$ cat src/rtl/muldiv_pkg.sv
// Shared constants and types for the iterative multiply/divide unit.
// Op codes follow the ID/EX control bundle encoding.
package muldiv_pkg;

  localparam int DEF_WIDTH = 32;
  localparam int DEF_ITER  = 32;

  localparam logic [2:0] OP_MULT  = 3'd0;
  localparam logic [2:0] OP_MULTU = 3'd1;
  localparam logic [2:0] OP_DIV   = 3'd2;
  localparam logic [2:0] OP_DIVU  = 3'd3;
  localparam logic [2:0] OP_MTHI  = 3'd4;
  localparam logic [2:0] OP_MTLO  = 3'd5;

  typedef enum logic [1:0] {
    S_IDLE = 2'd0,
    S_CALC = 2'd1,
    S_FIX  = 2'd2
  } state_t;

endpackage

$ cat src/rtl/muldiv_step.sv
// One radix-2 iteration: shift-add multiply or restoring divide.
// Accumulator is {hi_part, lo_part}; lo_part holds multiplier or dividend.
module muldiv_step
  import muldiv_pkg::*;
#(
  parameter int WIDTH = DEF_WIDTH
) (
  input  logic                 i_mul,
  input  logic [2*WIDTH-1:0]   i_acc,
  input  logic [WIDTH-1:0]     i_opnd,
  output logic [2*WIDTH-1:0]   o_acc
);

  logic [WIDTH:0] w_sum;
  logic [WIDTH:0] w_diff;
  logic           w_ge;

  always_comb begin
    w_sum  = {1'b0, i_acc[2*WIDTH-1:WIDTH]}
           + (i_acc[0] ? {1'b0, i_opnd} : {(WIDTH+1){1'b0}});
    // partial remainder stays below divisor, so a clear top bit means no borrow
    w_diff = i_acc[2*WIDTH-1:WIDTH-1] - {1'b0, i_opnd};
    w_ge   = ~w_diff[WIDTH];
    if (i_mul) begin
      o_acc = {w_sum, i_acc[WIDTH-1:1]};
    end else if (w_ge) begin
      o_acc = {w_diff[WIDTH-1:0], i_acc[WIDTH-2:0], 1'b1};
    end else begin
      o_acc = {i_acc[2*WIDTH-2:0], 1'b0};
    end
  end

endmodule

$ cat src/rtl/muldiv_unit.sv
// Iterative MULT/DIV unit with HI/LO registers beside the EX-stage ALU.
// Magnitudes are iterated; signs are restored in a single FIX cycle.
module muldiv_unit
  import muldiv_pkg::*;
#(
  parameter int WIDTH = DEF_WIDTH,
  parameter int ITER  = DEF_ITER
) (
  input  logic             clk,
  input  logic             rst,
  input  logic             start,
  input  logic [2:0]       op,
  input  logic [WIDTH-1:0] a,
  input  logic [WIDTH-1:0] b,
  input  logic             cancel,
  input  logic             hilo_rd,
  output logic [WIDTH-1:0] hi,
  output logic [WIDTH-1:0] lo,
  output logic             busy,
  output logic             done,
  output logic             stall
);

  localparam int CW = $clog2(ITER);

  state_t             r_state;
  state_t             w_next;
  logic [CW-1:0]      r_cnt;
  logic [2*WIDTH-1:0] r_acc;
  logic [2*WIDTH-1:0] w_step;
  logic [WIDTH-1:0]   r_opnd;
  logic [WIDTH-1:0]   r_a;
  logic [WIDTH-1:0]   r_hi;
  logic [WIDTH-1:0]   r_lo;
  logic               r_mul;
  logic               r_neg_q;
  logic               r_neg_r;
  logic               r_bzero;
  logic               r_done;

  logic               w_idle;
  logic               w_mop;
  logic               w_go;
  logic               w_signed;
  logic               w_sa;
  logic               w_sb;
  logic [WIDTH-1:0]   w_aabs;
  logic [WIDTH-1:0]   w_babs;
  logic [2*WIDTH-1:0] w_prod;
  logic [WIDTH-1:0]   w_q;
  logic [WIDTH-1:0]   w_r;

  muldiv_step #(.WIDTH(WIDTH)) u_step (
    .i_mul  (r_mul),
    .i_acc  (r_acc),
    .i_opnd (r_opnd),
    .o_acc  (w_step)
  );

  always_comb begin
    w_idle   = (r_state == S_IDLE);
    w_mop    = start & (op <= OP_DIVU);
    w_go     = w_idle & w_mop & ~cancel;
    w_signed = (op == OP_MULT) | (op == OP_DIV);
    w_sa     = w_signed & a[WIDTH-1];
    w_sb     = w_signed & b[WIDTH-1];
    w_aabs   = w_sa ? (~a + 1'b1) : a;
    w_babs   = w_sb ? (~b + 1'b1) : b;
    w_prod   = r_neg_q ? (~r_acc + 1'b1) : r_acc;
    w_q      = r_neg_q ? (~r_acc[WIDTH-1:0] + 1'b1)
                       : r_acc[WIDTH-1:0];
    w_r      = r_neg_r ? (~r_acc[2*WIDTH-1:WIDTH] + 1'b1)
                       : r_acc[2*WIDTH-1:WIDTH];
  end

  always_comb begin
    w_next = r_state;
    unique case (r_state)
      S_IDLE: if (w_go) w_next = S_CALC;
      S_CALC: begin
        if (cancel) w_next = S_IDLE;
        else if (r_cnt == CW'(ITER-1)) w_next = S_FIX;
      end
      S_FIX:   w_next = S_IDLE;
      default: w_next = S_IDLE;
    endcase
  end

  always_ff @(posedge clk or posedge rst) begin
    if (rst) r_state <= S_IDLE;
    else     r_state <= w_next;
  end

  always_ff @(posedge clk or posedge rst) begin
    if (rst) begin
      r_cnt   <= '0;
      r_acc   <= '0;
      r_opnd  <= '0;
      r_a     <= '0;
      r_hi    <= '0;
      r_lo    <= '0;
      r_mul   <= 1'b0;
      r_neg_q <= 1'b0;
      r_neg_r <= 1'b0;
      r_bzero <= 1'b0;
      r_done  <= 1'b0;
    end else begin
      r_done <= 1'b0;
      unique case (r_state)
        S_IDLE: begin
          if (w_go) begin
            r_cnt   <= '0;
            r_mul   <= ~op[1];
            r_neg_q <= w_sa ^ w_sb;
            r_neg_r <= w_sa;
            r_bzero <= (b == '0);
            r_a     <= a;
            r_acc   <= {{WIDTH{1'b0}}, op[1] ? w_aabs : w_babs};
            r_opnd  <= op[1] ? w_babs : w_aabs;
          end else if (start && !cancel && op == OP_MTHI) begin
            r_hi <= a;
          end else if (start && !cancel && op == OP_MTLO) begin
            r_lo <= a;
          end
        end
        S_CALC: begin
          r_acc <= w_step;
          r_cnt <= r_cnt + 1'b1;
        end
        S_FIX: begin
          if (!cancel) begin
            if (r_mul) begin
              {r_hi, r_lo} <= w_prod;
            end else if (r_bzero) begin
              r_hi <= r_a;
              r_lo <= '1;
            end else begin
              r_hi <= w_r;
              r_lo <= w_q;
            end
            r_done <= 1'b1;
          end
        end
        default: ;
      endcase
    end
  end

  assign hi    = r_hi;
  assign lo    = r_lo;
  assign busy  = ~w_idle;
  assign done  = r_done;
  assign stall = busy | (w_mop & w_idle) | (hilo_rd & (busy | start));

endmodule

$ cat config.mk
export PLATFORM = sky130hd
export DESIGN_NAME = muldiv_unit
export DESIGN_NICKNAME = d
export VERILOG_FILES = /design/src/rtl/muldiv_pkg.sv /design/src/rtl/muldiv_step.sv /design/src/rtl/muldiv_unit.sv
export SDC_FILE = /design/constraint.sdc
export NUM_CORES = 1
export LEC_CHECK = 0
export CORE_MARGIN = 2
export CORE_UTILIZATION = 50
export CTS_CLUSTER_SIZE = 16
export DETAILED_ROUTE_END_ITERATION = 10
export PLACE_DENSITY_LB_ADDON = 0.08
export SKIP_LAST_GASP = 1
export SYNTH_ARGS = -nofsm -noshare
export SYNTH_HDL_FRONTEND = slang
export SYNTH_HIERARCHICAL = 1
export SYNTH_SLANG_ARGS = --single-unit
$ cat constraint.sdc
create_clock -name clk -period 7.8 [get_ports clk]
set_input_delay 0.78 -clock clk [delete_from_list [all_inputs] [get_ports clk]]
set_output_delay 0.78 -clock clk [all_outputs]
set_load 0.02 [all_outputs]
==> out/qor.csv <==
stage,metric,value,unit
logic_synthesis,fraction of registers with async set/reset,100,%
global_route,largest net degree at the start of global routing,98,
setup_path,CP startpoint kind,flop,
placement,IO buf count,138,
logic_synthesis,most frequent cells after synthesis,"nand2_1, dfrtp_1, a21oi_1",
setup_path,R2R setup slack,3.77,ns
setup_path,crit path max fanout,28,
clocking,Post-CTS Hold Buffers,0,
clocking,post-cts resize count,0,
logic_synthesis,sequential area share after synthesis,28.6,%
logic_synthesis,"flops & latches, synth",204,
setup_path,critical path type,reg2reg,
finish,number of fill cells,3360,
timing,Slew @ Worst Pin,1.27,ns
die,starting density of the core,50.4,%
global_route,first-pass GRT wire length,107,mm
placement,placed insts,2744,
setup_path,worst r2r src,r_acc[31],
global_route,antenna violations before repair,2,
setup_path,Reg2Reg Depth,15,
timing,final period utilization,51.7,%
logic_synthesis,ys flop type,dfrtp_1,
finish,Layout area overhead,13.5,%
timing,Worst Skew,0.0136,ns
die,die area,0.0372,mm2
setup_path,most used cell along the critical path,nand2_1,
worst_hold_path,Hold Crit Class,reg2reg,
logic_synthesis,YS warnings,6,
placement,gpl congestion,0.980,
timing,Final Hold Fails,0,
finish,nets@finish,2455,
worst_hold_path,Hold Path End,r_a[12],
setup_path,crit path DAT,4.53,ns
clocking,maximum root-to-sink buffer count,3,
finish,# diodes,0,
drt,drt initial violations,2083,
clocking,Sink Count,204,
drt,total wire length,71.3,mm
logic_synthesis,"Avg Cell Area, Syn",7.81,um2
die,Ports,139,
setup_path,CP max stage delay,0.47,ns
clocking,CTS buffer count,26,
job,max cap viols,0,
timing,Max Clock Freq,248,MHz
drt,routed vias,18712,
clocking,H-tree Lvls,1,
timing,RSZ-0062 raised after global routing,no,
drt,via/cell ratio,6.71,
worst_hold_path,hold path depth,2,
die,Die X,193,um
timing,Final Max Slew Viols,0,
setup_path,worst path cell trace,inv_1 > ha_1 > fa_1 > nand2b_1 > a21oi_2 > o41ai_4 > o2111ai_1 > a21o_1 > nand3_2 > buf_4 > a2111oi_2 > a211oi_1 > a21oi_1 > nand2_1 > nand2_1,
finish,Post-Layout Cell Count,2790,
pwr,leak pwr,8.47,nW
die,Die Span Y,193,um
die,Core Footprint,0.0354,mm2
timing,worst relative slew slack,15.2,%
pwr,pwr dens,358,mW/mm2
logic_synthesis,Area contributors post-synth,"dfrtp_1, nand2_1, xnor2_1",
outcome,status,"finished, final reports clean",
setup_path,worst path required time,8.30,ns
timing,min Tclk post-route,4.03,ns
drt,Wirelength per Cell,25.6,um
drt,drt pass-1 iters,6,
logic_synthesis,most frequent cell after synthesis,nand2_1,
global_route,grt ovf,0,
die,# rows,69,
finish,fin util,57.2,%
finish,share of cells above drive strength 1,6.96,%
setup_path,slowest CP cell,dfrtp_1,
drt,# DRC,0,
placement,dpl hpwl,51.8,mm
drt,post-route ant nets,0,
worst_hold_path,worst hold start,r_a[12],
logic_synthesis,cell taking the most area after synthesis,dfrtp_1,
clocking,root buffer cell,clkbuf_16,
logic_synthesis,cell count after synthesis,2285,
logic_synthesis,distinct cell type count after synthesis,95,
clocking,Worst-path clk slew,0.06,ns
clocking,Setup Buffers After CTS,0,
timing,Final setup viols,0,
global_route,vias in the first global route,17482,
logic_synthesis,Post-synth EDFFs,0,
clocking,CTS tree,yes,
logic_synthesis,Post-Syn Nets,2429,
logic_synthesis,"Cell Area, Synth",0.0179,mm2
logic_synthesis,share of the synthesized area in the top cell type,28.6,%
global_route,Total GRT Usage,38.0,%
pwr,Design Power,7.25,mW
setup_path,CP Capture Type,flop,
timing,Setup TNS Final,0,ns
pwr,Max VDD drop,0.256,mV
clocking,Clock Latency Late Sink,0.57,ns
setup_path,reg2reg end,r_acc[44],
## stage by stage
step	setup slack, ns	cell area [um2]	hold WS (ns)
after global placement	3.89	19400	0.455
after floorplan	1.45	17900	0.437
after CTS	3.78	20300	0.472
after global routing	3.42	20300	0.488
after detailed placement	3.84	19400	0.457
final	3.77	20300	0.469
## worst max-delay path: cells and delay by family (launching register included)
kind | cells | cell delay, ns
compound gates | 7 | 1.56
fa+ha+maj | 2 | 0.65
buf+inv | 2 | 0.50
flops | 1 | 0.47
simple gates | 4 | 0.79
## cells in the final DEF (no fill, tap or decap), types with 52 or more instances in the layout
master and instances:
nor3_1 52, ha_1 70, inv_1 70, nand2_1 330, nor2_1 146, o21ai_0 137
xnor2_1 104, dfrtp_1 203, clkdlybuf4s50_1 138, nand3_1 71, a21oi_1 155, xor2_1 58
## layer usage
metal	wire [um]	track usage, %	up-vias
li1	-	-	8435
met1	28500	49.7	8974
met2	31500	59.1	1030
met3	6760	7.93	273
met4	4610	20.5	0
met5	0	0	-
## report_power, final
group	switching, mW	internal [mW]
sequential	0.690	1.35
clock	0.521	0.732
combinational	2.35	1.61
total	3.56	3.69
## kinds of logic (layout without fill, tap and decap cells)
| kind of cell | Yosys count | in the layout | share of synthesized area (%) |
|---|---|---|---|
| AO/OA/AOI/OAI | 682 | 682 | 25.5 |
| XOR/XNOR | 162 | 162 | 7.95 |
| flip-flops | 204 | 204 | 28.6 |
| multiplexers | 66 | 66 | 3.98 |
| AND/OR/NAND/NOR | 860 | 860 | 23.5 |
| buffers and inverters | 239 | 283 | 5.32 |
| adder cells (fa/ha/maj) | 72 | 72 | 5.13 |
## sequential cells by signal (all words and copies together) (netlist names)
register	flops
r_neg_q	1
r_opnd	32
done	1
lo	32
r_cnt	5
r_neg_r	1
r_state	2
r_acc	64
hi	32
r_bzero	1
r_a	32
r_mul	1
## cell type report
cell class	instances	area, um2	area share (%)
multi-input combinational	1842	11900	58.5
sequential	204	5110	25.2
timing repair buffer	164	1580	7.78
clock buffer	33	738	3.64
tap	461	577	2.85
inverter	73	282	1.39
clock inverter	13	129	0.636
## worst max path at each step
stage                     startpoint         to  slack [ns]  depth (start not counted)
after floorplan                  rst       done        1.45                          1
after global placement         op[2]  r_acc[26]        3.89                          7
after detailed placement   r_acc[31]  r_acc[44]        3.84                         15
after CTS                  r_acc[31]  r_acc[44]        3.78                         15
after global routing       r_acc[31]  r_acc[44]        3.42                         15
final                      r_acc[31]  r_acc[44]        3.77                         15
Note: power is estimated with default switching activity, not from simulation.
